===== src/rtl/rst_sequencer_pkg.sv =====
// Shared constants for the reset sequencer: FSM state codes and the
// lock-loss counter width, plus a saturating increment helper.
package rst_sequencer_pkg;

    localparam int LOSS_CNT_W = 8;

    localparam logic [1:0] ST_WAIT_LOCK = 2'd0;
    localparam logic [1:0] ST_RELEASE   = 2'd1;
    localparam logic [1:0] ST_RUN       = 2'd2;

    // Increment that sticks at all-ones instead of wrapping.
    function automatic logic [LOSS_CNT_W-1:0] sat_inc(input logic [LOSS_CNT_W-1:0] value);
        return (&value) ? value : value + 1'b1;
    endfunction

endpackage


===== src/rtl/rst_sequencer_lock_filter.sv =====
// Lock filter: counts consecutive cycles with every lock flag high and
// flags the sample on which that run reaches FILT_CYCLES.
module lock_filter #(
    parameter int N_LOCK      = 3,
    parameter int FILT_CYCLES = 8
) (
    input  logic              clk,
    input  logic              srst,
    input  logic              clear,
    input  logic [N_LOCK-1:0] lock,
    output logic              filter_ok
);

    localparam int CW = $clog2(FILT_CYCLES + 1);
    localparam logic [CW-1:0] FILT_MAX = CW'(FILT_CYCLES);

    logic [CW-1:0] count_reg;
    logic [CW-1:0] count_next;
    logic          all_locked;

    assign all_locked = &lock;

    // Next run length: any low flag restarts it, otherwise count up and hold at the target.
    always_comb begin
        count_next = count_reg;
        if (!all_locked) begin
            count_next = '0;
        end else if (count_reg != FILT_MAX) begin
            count_next = count_reg + 1'b1;
        end
    end

    // filter_ok marks the sample that completes the run, so the FSM can
    // leave WAIT_LOCK on the very edge the count reaches FILT_CYCLES.
    assign filter_ok = (count_next == FILT_MAX);

    // Run-length register; the FSM abort wipes it alongside the global reset.
    always_ff @(posedge clk) begin
        if (srst || clear) begin
            count_reg <= '0;
        end else begin
            count_reg <= count_next;
        end
    end

endmodule


===== src/rtl/rst_sequencer.sv =====
// Reset sequencer: waits for filtered PLL lock, then releases the channel
// resets one by one, STAGE_DLY cycles apart, and falls back to WAIT_LOCK
// on lock loss or a software request.
module rst_sequencer
    import rst_sequencer_pkg::*;
#(
    parameter int N_CH        = 4,
    parameter int N_LOCK      = 3,
    parameter int FILT_CYCLES = 8,
    parameter int STAGE_DLY   = 16
) (
    input  logic                  wb_clk_i,
    input  logic                  wb_rst_i,
    input  logic [N_LOCK-1:0]     lock_i,
    input  logic                  sw_rst_i,
    output logic [N_CH-1:0]       ch_rst_o,
    output logic                  all_done_o,
    output logic [LOSS_CNT_W-1:0] lock_loss_cnt_o,
    output logic [1:0]            state_o
);

    localparam int DW = $clog2(STAGE_DLY + 1);
    localparam int SW = $clog2(N_CH + 1);
    localparam logic [DW-1:0] DLY_LAST   = DW'(STAGE_DLY - 1);
    localparam logic [SW-1:0] STAGE_LAST = SW'(N_CH - 1);

    logic [1:0]            state_reg;
    logic [DW-1:0]         dly_reg;
    logic [SW-1:0]         stage_reg;
    logic [N_CH-1:0]       ch_rst_reg;
    logic                  all_done_reg;
    logic [LOSS_CNT_W-1:0] loss_cnt_reg;

    logic            filter_ok;
    logic            lock_lost;
    logic            in_seq;
    logic            abort;
    logic [N_CH-1:0] stage_mask;

    assign lock_lost = ~&lock_i;
    assign in_seq    = (state_reg == ST_RELEASE) || (state_reg == ST_RUN);
    assign abort     = in_seq && (lock_lost || sw_rst_i);

    lock_filter #(
        .N_LOCK      (N_LOCK),
        .FILT_CYCLES (FILT_CYCLES)
    ) u_lock_filter (
        .clk       (wb_clk_i),
        .srst      (wb_rst_i),
        .clear     (abort),
        .lock      (lock_i),
        .filter_ok (filter_ok)
    );

    // One-hot mask of the channel whose release is due at the current stage.
    generate
        for (genvar gi = 0; gi < N_CH; gi++) begin : g_stage_mask
            assign stage_mask[gi] = (stage_reg == SW'(gi));
        end
    endgenerate

    // Sequencer FSM; abort has priority over any pending release step.
    always_ff @(posedge wb_clk_i) begin
        if (wb_rst_i) begin
            state_reg    <= ST_WAIT_LOCK;
            dly_reg      <= '0;
            stage_reg    <= '0;
            ch_rst_reg   <= '1;
            all_done_reg <= 1'b0;
            loss_cnt_reg <= '0;
        end else if (abort) begin
            state_reg    <= ST_WAIT_LOCK;
            dly_reg      <= '0;
            stage_reg    <= '0;
            ch_rst_reg   <= '1;
            all_done_reg <= 1'b0;
            if (lock_lost) begin
                loss_cnt_reg <= sat_inc(loss_cnt_reg);
            end
        end else begin
            case (state_reg)
                ST_WAIT_LOCK: begin
                    ch_rst_reg   <= '1;
                    all_done_reg <= 1'b0;
                    if (filter_ok) begin
                        state_reg <= ST_RELEASE;
                        dly_reg   <= '0;
                        stage_reg <= '0;
                    end
                end
                ST_RELEASE: begin
                    if (dly_reg == DLY_LAST) begin
                        dly_reg    <= '0;
                        ch_rst_reg <= ch_rst_reg & ~stage_mask;
                        stage_reg  <= stage_reg + 1'b1;
                        if (stage_reg == STAGE_LAST) begin
                            state_reg    <= ST_RUN;
                            all_done_reg <= 1'b1;
                        end
                    end else begin
                        dly_reg <= dly_reg + 1'b1;
                    end
                end
                ST_RUN: begin
                    all_done_reg <= 1'b1;
                end
                default: begin
                    state_reg    <= ST_WAIT_LOCK;
                    ch_rst_reg   <= '1;
                    all_done_reg <= 1'b0;
                end
            endcase
        end
    end

    assign ch_rst_o        = ch_rst_reg;
    assign all_done_o      = all_done_reg;
    assign lock_loss_cnt_o = loss_cnt_reg;
    assign state_o         = state_reg;

endmodule


===== config.mk =====
export PLATFORM = sky130hd
export DESIGN_NAME = rst_sequencer
export DESIGN_NICKNAME = d
export VERILOG_FILES = /design/src/rtl/rst_sequencer_pkg.sv /design/src/rtl/rst_sequencer_lock_filter.sv /design/src/rtl/rst_sequencer.sv
export SDC_FILE = /design/constraint.sdc
export NUM_CORES = 1
export LEC_CHECK = 0
export CAP_MARGIN = 15
export CORE_MARGIN = 2
export CORE_UTILIZATION = 30
export CTS_CLUSTER_SIZE = 10
export DETAILED_ROUTE_END_ITERATION = 8
export DONT_BUFFER_PORTS = 1
export HOLD_SLACK_MARGIN = 0.15
export SYNTH_ARGS = -nofsm -noshare
export SYNTH_HDL_FRONTEND = slang
export SYNTH_HIERARCHICAL = 1
export SYNTH_SLANG_ARGS = --single-unit

===== constraint.sdc =====
create_clock -name wb_clk_i -period 3.27 [get_ports wb_clk_i]
set_input_delay 0.981 -clock wb_clk_i [delete_from_list [all_inputs] [get_ports wb_clk_i]]
set_output_delay 0.981 -clock wb_clk_i [all_outputs]
set_load 0.01 [all_outputs]

# [Word-level counts from Yosys, hierarchy flattened]
# Cells that the tools add are included.
# W data, S select, Z words.
[word_totals] wordCells=61 input_bits=6 register_bits=27 output_inout_bits=15
[classes] reduce_logical=17 n_mux=17 eq_ne=11 bitwise_logic=5 n_addsub=4
[op_table] op="$mux W4" n=3
[op_table] op="$mux W5" n=2
[op_table] op="$pmux W5 S2" n=1
[op_table] op="$reduce_and A3 Y1" n=3
[op_table] op="$add A8 B1 Y8 const B" n=1
[op_table] op="$pmux W4 S2" n=1
[op_table] op="$reduce_and A8 Y1" n=1
[op_table] op="$eq A3 B2 Y1 const B" n=2
[op_table] op="$mux W2" n=3
[op_table] op="$mux W3" n=2
[op_table] op="$pmux W2 S3" n=1
[op_table] op="$pmux W3 S2" n=1
[op_table] op="$reduce_and A2 Y1" n=3
[op_table] op="$add A5 B1 Y5 const B" n=1
[op_table] op="$eq A5 B4 Y1 const B" n=1
[op_table] op="$add A4 B1 Y4 const B" n=1
[op_table] op="$and A4 B4 Y4" n=1
[op_table] op="$eq A4 B4 Y1 const B" n=1
[op_table] op="$ne A2 B2 Y1 const B" n=2
[op_table] op="$ne A4 B4 Y1 const B" n=1
[op_table] op="$not A4 Y4" n=1
[op_table] op="$reduce_and A4 Y1" n=1
[op_table] op="$add A3 B1 Y3 const B" n=1
[op_table] op="$eq A3 B1 Y1 const B" n=1
[op_table] op="13 further kinds" n=18

# [Depth between registers and ports, before layout]
# Gate-level depths: netlist (run 1).
[logic_depth] ltp_word=6 ltp_mapped=10 depth_no_buf=9

# [Modules after synthesis]
# The synthesis (run 1) kept the hierarchy.
[modules_own_cells] mod="rst_sequencer" cells_each=140 seq_area_each_um2=460.4 area_per_inst_um2=1253.7 n_inst=1
[modules_own_cells] mod="lock_filter" cells_each=25 seq_area_each_um2=80.1 area_per_inst_um2=221.5 n_inst=1

# [Worst setup path before layout (run 1)]
# Ideal clock, no wire load.
[synth_path] path_kind="input to register" startpoint="input lock_i[2]" endpoint="register dly_reg[3]" cell_stages=6 setup_ps=74 path_buffers=0 t_arrival_ps=2107 setup_slack_ps=1089 required_ps=3196 path_cell_list="nand3_1 nor2_1 and4bb_2 mux2i_1 or4b_1 a31oi_1"
[synth_between] elab_chain_cells=5 elab_cells_between_ends=9 cone_classes="eq/ne (2); mux (1); reduce/logical (6)"
[synth_rtl] item="start, declared" line_no="rst_sequencer.sv:14" rtl="input logic [N_LOCK-1:0] lock_i,"
[synth_rtl] item="$reduce_and A3 Y1" line_no="rst_sequencer_lock_filter.sv:21" rtl="assign all_locked = &lock;"
[synth_rtl] item="$mux W4" line_no="rst_sequencer_lock_filter.sv:26" rtl="if (!all_locked) begin"
[synth_rtl] item="$eq A4 B4 Y1" line_no="rst_sequencer_lock_filter.sv:35" rtl="assign filter_ok = (count_next == FILT_MAX);"
[synth_rtl] item="named net filter_ok" line_no="rst_sequencer.sv:34" rtl="logic filter_ok;"
[synth_rtl] item="$ne A2 B2 Y1 (no source line)"
[synth_rtl] item="$reduce_and A2 Y1 (no source line)"
[synth_rtl] item="end signal, assigned" line_no="rst_sequencer.sv:101" rtl="dly_reg <= dly_reg + 1'b1;"
[synth_rtl] item="end, declared" line_no="rst_sequencer.sv:28" rtl="logic [DW-1:0] dly_reg;"
# The timed path passes the listed nets, and every way through them passes these cells.
# A chain may end at the register's enable or synchronous reset.

# [Final worst setup path (run 1)]
[layout_path] startpoint="register u_lock_filter.count_reg[0]" endpoint="register stage_reg[2]"
[layout_between] elab_chain_cells=6 elab_cells_between_ends=7 cone_classes="add/sub (1); eq/ne (3); mux (2); reduce/logical (1)"
[layout_rtl] item="start, declared" line_no="rst_sequencer_lock_filter.sv:17" rtl="logic [CW-1:0] count_reg;"
[layout_rtl] item="start signal, assigned" line_no="rst_sequencer_lock_filter.sv:42" rtl="count_reg <= count_next;"
[layout_rtl] item="$add A4 B1 Y4 / $ne A4 B4 Y1 (equally long branches)" line_no="rst_sequencer_lock_filter.sv:29, rst_sequencer_lock_filter.sv:28"
[layout_rtl] item="$mux W4 *" line_no="rst_sequencer_lock_filter.sv:28" rtl="end else if (count_reg != FILT_MAX) begin"
[layout_rtl] item="$mux W4 *" line_no="rst_sequencer_lock_filter.sv:26"
[layout_rtl] item="$eq A4 B4 Y1 *" line_no="rst_sequencer_lock_filter.sv:35"
[layout_rtl] item="named net filter_ok" line_no="rst_sequencer.sv:34"
[layout_rtl] item="$ne A2 B2 Y1 (no source line) *"
[layout_rtl] item="$reduce_and A3 Y1 (no source line) *"
[layout_rtl] item="end signal, assigned" line_no="rst_sequencer.sv:95" rtl="stage_reg <= stage_reg + 1'b1;"
[layout_rtl] item="end, declared" line_no="rst_sequencer.sv:29" rtl="logic [SW-1:0] stage_reg;"
# The timed path passes the listed nets; every way through them passes the cells marked *.

==> flow_metrics.py, run 1 <==
metrics = {
    "timing": {
        "hold_violations": 0,
        "tightest_slew_ns": 0.862,
        "fin_crit_sh_pct": 71.3,
        "slew-limit-headroom_pct": 40.9,
        "rsz0062_at_grt": "false",
        "finalCriticalPeriod_ns": 2.33,
        "final.setup.tns_ns": 0,
        "skew_ns": 0.00405,
        "report.final.slew_viol_count": 0,
        "setup_violations": 0,
        "fmax_ghz": 0.429,
    },
    "power": {
        "powerDensity_nw_per_um2": 336,
        "peakVddDrop_v": 0.000145,
        "total_leakage_power_nw": 0.610,
    },
    "cts": {
        "clockRootBuffer": "clkbuf_8",
        "cts_tree": "built",
        "hold_buffers": 0,
        "clock_sinks": 27,
        "clkLatencyLatePin_ns": 0.28,
        "cts_resized": 0,
        "clockBufferDepth": 2,
        "post_cts_buffers": 0,
        "clk_pin_slew_ns": 0.09,
        "cts-htree-levels": 1,
        "cts_made_buffers": 3,
    },
    "logic_synthesis": {
        "async_flop_share_pct": 0,
        "synthCells": 165,
        "yosysUniqueCellTypes": 36,
        "yosysTopAreaCell": "dfxtp_1",
        "ys_seq_area_share_pct": 36.6,
        "avgSynthCellArea_um2": 8.94,
        "syn_nets": 184,
        "synth_warnings": 6,
        "ys_ff_latch": 27,
        "syn_area_um2": 1480,
        "ys.flop_type": "dfxtp_1",
        "yosysTopAreaCellShare_pct": 36.6,
        "synth_edf_count": 0,
        "synth.area.top_cells": "dfxtp_1 (37%), ha_1 (11%), a21oi_1 (4.1%)",
    },
    "floorplanning": {
        "num_rows": 25,
        "io_pins": 21,
        "dieArea_um2": 5490,
        "core_area_um2": 4720,
        "chipHeight_um": 74.1,
        "start_util_pct": 31.2,
        "die_w_um": 74.1,
    },
    "route": {
        "postRouteAntennaNets": 0,
        "routed.top_layer": "met4",
        "wl_met3_um": 85,
        "post-route-drc-count": 0,
        "wl_per_cell_um": 11.8,
        "viasPerCell": 4.76,
        "wl_met1_mm": 1.42,
        "route.met2.wl_mm": 1.14,
        "vias": 1099,
        "drt-pass1-iter-count": 4,
        "wirelength_mm": 2.73,
        "drt_iter0_markers": 24,
    },
    "setup_path": {
        "required_ns": 3.43,
        "critPathArrivalTime_ns": 2.49,
        "ff2ff_setup_slack_ns": 0.94,
        "cp-end-kind": "flip-flop",
        "startpoint": "u_lock_filter/count_reg[0]$_SDFF_PP0_",
        "start_kind": "flip-flop",
        "slowest_delay_ns": 0.68,
        "crit_path_top_delay_cell": "mux2i_1",
        "worstPathCellList": "inv_1 -> ha_1 -> nand3b_1 -> xnor2_1 -> and4bb_2 -> mux2i_1 -> a21oi_1 -> nand3b_1 -> a21oi_1",
        "critPathMaxFanout": 13,
        "crit_type": "flip-flop to flip-flop",
        "reg2reg_from": "u_lock_filter/count_reg[0]$_SDFF_PP0_",
    },
    "flow_run": {
        "maxCapViolations": 0,
    },
    "global_route": {
        "grt_util_all_layers_pct": 11.1,
        "grt_pass1_wl_mm": 4.74,
        "grt_max_degree": 15,
        "grt_pass1_vias": 993,
        "grt-ovfl-total": 0,
        "antenna_found_initial": 0,
    },
    "placed_design": {
        "gp_congestion": 0.780,
        "hpwl_mm": 1.98,
        "dpl-instance-area_um2": 1540,
        "numPortBuffers": 0,
    },
    "finish": {
        "nFillCells": 486,
        "final_cell_area_um2": 1580,
        "syn_to_final_growth_pct": 7.29,
        "fin_util_pct": 33.5,
        "num_antenna_cells": 0,
        "drive_gt1_share_pct": 5.49,
        "largest_register_ffs": 8,
        "nets": 184,
    },
    "run_status": {
        "run_status": "finished, final reports clean",
    },
    "hold_path": {
        "hp-class": "flip-flop to flip-flop",
        "min_from": "dly_reg[4]$_SDFFE_PP0P_",
    },
}
==> critical path: cells and delay by family (launching register included) <==
kind                     cells  cell delay [ns]
multiplexers                 1             0.68
flip-flops                   1             0.36
AO/OA/AOI/OAI                2             0.23
XOR/XNOR                     1             0.15
buffers and inverters        1             0.07
AND/OR/NAND/NOR              3             0.51
adder cells (fa/ha/maj)      1             0.21
==> Yosys cell counts (all sizes together), types with 2 or more instances <==
cell type	number
a21oi	12
inv	12
nor3b	2
nand4	4
xor2	4
nor2	15
nand3b	3
or4b	2
clkbuf	3
dfxtp	27
and2	3
nor2b	5
buf	2
o21ai	7
o41ai	4
nand3	11
or3	2
ha	13
nand4b	2
mux2i	5
nand2	13
==> worst paths after layout <==
path / depth (start not counted) / to
worst max-delay path: 9 / stage_reg[2]$_SDFFE_PP0P_
worst min-delay path: 1 / dly_reg[4]$_SDFFE_PP0P_
worst max register to register: 9 / stage_reg[2]$_SDFFE_PP0P_
worst min register to register: 1 / dly_reg[4]$_SDFFE_PP0P_
==> power by group <==
group / internal (mW) / switching [mW] / leakage (nW) / total, mW
Clock: 0.0875 / 0.107 / 0.0228 / 0.194
Sequential: 0.329 / 0.000355 / 0.218 / 0.329
Combinational: 0.00292 / 0.00548 / 0.369 / 0.00841
==> cells by family after synthesis <==
| family | after synthesis | share of synthesized area [%] |
|---|---|---|
| multiplexers | 5 | 3.39 |
| XOR/XNOR | 5 | 2.97 |
| AO/OA/AOI/OAI | 31 | 15.4 |
| buffers and inverters | 17 | 4.50 |
| AND/OR/NAND/NOR | 67 | 26.0 |
| flip-flops | 27 | 36.6 |
| adder cells (fa/ha/maj) | 13 | 11.0 |
==> cells in the final DEF (no fill, tap or decap), drive strengths merged, types with 5 or more instances in the layout <==
master  count
inv        12
nor2b       5
o21ai       7
mux2i       5
nand3      11
nand2      13
ha         13
a21oi      12
nor2       15
dfxtp      27
==> through the flow <==
step / setup slack (ns) / hold slack, ns / power, mW / instances
final: 0.939 / 0.479 / 0.532 / 231
after global routing: 0.695 / 0.501 / 0.551 / 231
after CTS: 0.919 / 0.483 / 0.534 / 231
after detailed placement: 0.684 / 0.469 / 0.345 / 227
after global placement: 0.714 / 0.465 / 0.345 / 227
after floorplan: 1.09 / 0.449 / 0.345 / 165
==> cell type report <==
type	count	area (µm²)	area share (%)
Multi-Input combinational cell	121	868	54.9
Clock buffer	4	45.0	2.85
Sequential cell	27	541	34.2
Tap cell	67	83.8	5.30
Inverter	12	45.0	2.85
==> routing by layer <==
| metal | global-route usage (%) | vias to the layer above |
|---|---|---|
| met4 | 6.87 | 0 |
| met3 | 2.30 | 7 |
| met2 | 15.3 | 12 |
| met1 | 15.6 | 492 |
| met5 | 0 | - |
| li1 | - | 588 |
Power figures use the tool's default switching activity.
==> run 2, diff against run 1 <==
- clock period: 3.27 -> 1.9 ns (I/O delays scaled with it)
==> flow_metrics.py, run 2 (synthesized netlist as in run 1, its figures left out) <==
metrics = {
    "setup_path": {
        "crit_type": "flip-flop to flip-flop",
        "critPathMaxFanout": 5,
        "crit_path_top_delay_cell": "or4b_1",
        "ff2ff_setup_slack_ns": 0.01,
        "reg2reg_from": "u_lock_filter/count_reg[0]$_SDFF_PP0_",
        "startpoint": "u_lock_filter/count_reg[0]$_SDFF_PP0_",
        "r2r-end": "dly_reg[3]$_SDFFE_PP0P_",
        "critPathTopFamily": "simple AND/OR/NAND/NOR gates",
        "reg2regPathDepth": 8,
        "critPathArrivalTime_ns": 2.10,
        "required_ns": 2.11,
        "slowest_delay_ns": 0.47,
        "worstPathCellList": "inv_2 -> ha_4 -> nand3b_1 -> xnor2_1 -> and4bb_2 -> mux2i_4 -> or4b_1 -> a31oi_1",
        "cp-end-kind": "flip-flop",
        "critPathBufInv": 1,
        "start_kind": "flip-flop",
    },
    "global_route": {
        "grt.busiest_layer": "met2",
        "grt_pass1_vias": 1112,
        "grtUsageMet1_pct": 16.0,
        "met2_usage_pct": 18.6,
        "use_met3_pct": 1.63,
        "grt_pass1_wl_mm": 5.13,
        "grt-ovfl-total": 0,
        "antenna_found_initial": 0,
        "grt_max_degree": 17,
        "grt_util_all_layers_pct": 11.7,
    },
    "finish": {
        "num_antenna_cells": 0,
        "drive_gt1_share_pct": 18.5,
        "nets": 198,
        "largest_register_ffs": 8,
        "nFillCells": 479,
        "layout_commonest_cell": "dfxtp_1",
        "fin_util_pct": 36.9,
        "syn_to_final_growth_pct": 18.1,
        "final_cell_mix": "dfxtp_1 (25), nor2_1 (15), nand2_1 (13), buf_4 (13)",
    },
    "hold_path": {
        "min_from": "wb_rst_i",
        "hold_depth": 1,
        "hp-class": "primary input to flip-flop",
        "hold_path_end": "u_lock_filter/count_reg[0]$_SDFF_PP0_",
    },
    "floorplanning": {
        "chipHeight_um": 74.1,
        "num_rows": 25,
        "io_pins": 21,
        "dieArea_um2": 5490,
        "start_util_pct": 31.2,
        "core_area_um2": 4720,
        "die_w_um": 74.1,
    },
    "cts": {
        "cts-htree-levels": 1,
        "cts_made_buffers": 3,
        "clockRootBuffer": "clkbuf_8",
        "clockBufferDepth": 2,
        "clkLatencyLatePin_ns": 0.28,
        "cts_tree": "built",
        "clock_sinks": 27,
        "clk_pin_slew_ns": 0.10,
    },
    "route": {
        "drt_iter0_markers": 48,
        "viasPerCell": 4.79,
        "post-route-drc-count": 0,
        "vias": 1173,
        "wirelength_mm": 2.93,
        "postRouteAntennaNets": 0,
        "drt-pass1-iter-count": 4,
        "wl_per_cell_um": 12.0,
    },
    "placed_design": {
        "gp_congestion": 0.760,
        "numPortBuffers": 0,
        "hpwl_mm": 2.18,
    },
    "power": {
        "pwr-share-seq_pct": 61.4,
        "switching_share_pct": 21.6,
        "power_frac_clock_pct": 36.4,
        "intPower_mw": 0.725,
        "total_leakage_power_nw": 0.678,
        "powerDensity_nw_per_um2": 531,
        "p_switching_mw": 0.199,
        "combPwrFrac_pct": 2.2,
        "peakVddDrop_v": 0.000339,
    },
    "run_status": {
        "run_status": "finished, final reports clean",
    },
    "timing": {
        "tightest_slew_ns": 0.383,
        "fin_crit_sh_pct": 99.4,
        "finalCriticalPeriod_ns": 1.89,
        "slew-limit-headroom_pct": 74.5,
        "final.setup.tns_ns": 0,
        "fmax_ghz": 0.529,
        "hold_violations": 0,
        "rsz0062_at_grt": "true",
        "setup_violations": 0,
        "skew_ns": 0.00719,
        "report.final.slew_viol_count": 0,
    },
    "flow_run": {
        "maxCapViolations": 0,
    },
}
[run 2: changes by cell type in the layout (fill, tap and decap cells not counted), moves of 2 or more]
cell	delta
ha_1	-2
inv_2	+2
dfxtp_1	-2
dfxtp_2	+2
buf_4	+13
inv_1	-2
[run 2: what timing repair did]
action                                  in CTS  in global routing
resized for setup                           10                  4
buffers inserted                             3                  1
pin swaps                                    6                  4
endpoints found under the setup margin      10                  9
gates cloned                                 0                  0
hold buffers                                 0                  0
[run 2: worst reg2reg max path: cells and delay by family (launching register included)]
kind / cells / cell delay (ns)
adder cells (fa/ha/maj): 1 / 0.13
buffers and inverters: 1 / 0.07
AO/OA/AOI/OAI: 1 / 0.13
multiplexers: 1 / 0.10
flip-flops: 1 / 0.34
XOR/XNOR: 1 / 0.16
AND/OR/NAND/NOR: 3 / 0.90
[run 2: layout make-up]
cell class | instances | area (µm²) | share of cell area, %
Inverter | 12 | 45.0 | 2.59
Clock inverter | 1 | 7.51 | 0.431
Sequential cell | 27 | 543 | 31.2
Timing Repair Buffer | 14 | 109 | 6.25
Multi-Input combinational cell | 121 | 912 | 52.4
Clock buffer | 3 | 41.3 | 2.37
Tap cell | 67 | 83.8 | 4.81
[run 2: power groups by stage]
stage,registers [mW],clock network [mW],logic (mW)
6_report,0.567,0.336,0.0207
3_5_place_dp,0.580,0,0.0187
2_1_floorplan,0.580,0,0.0141
4_1_cts,0.567,0.351,0.0199
5_1_grt,0.567,0.364,0.0226
3_3_place_gp,0.580,0,0.0186
[run 2: worst max-delay path by stage]
stage / to / cells past startpoint
CTS: dly_reg[3]$_SDFFE_PP0P_ / 8
floorplan: dly_reg[1]$_SDFFE_PP0P_ / 9
global route: dly_reg[3]$_SDFFE_PP0P_ / 8
global placement: stage_reg[1]$_SDFFE_PP0P_ / 9
detailed placement: stage_reg[0]$_SDFFE_PP0P_ / 9
finish: dly_reg[3]$_SDFFE_PP0P_ / 8
[run 2: stage by stage]
step	cells	hold slack (ns)	setup WS (ns)	power (mW)	instance area (µm²)
floorplan	165	0.449	0.0457	0.594	1480
global placement	238	0.471	-0.0693	0.598	1620
detailed placement	238	0.473	-0.178	0.599	1620
CTS	245	0.342	-0.00514	0.938	1730
global route	245	0.341	-0.0560	0.954	1740
finish	245	0.352	0.0109	0.924	1740
[run 2: per-layer routing]
layer / wire length, µm / part of all wire (%)
met4: 41 / 1.4
met3: 81 / 2.8
met1: 1470 / 50
met2: 1340 / 46
met5: 0 / 0
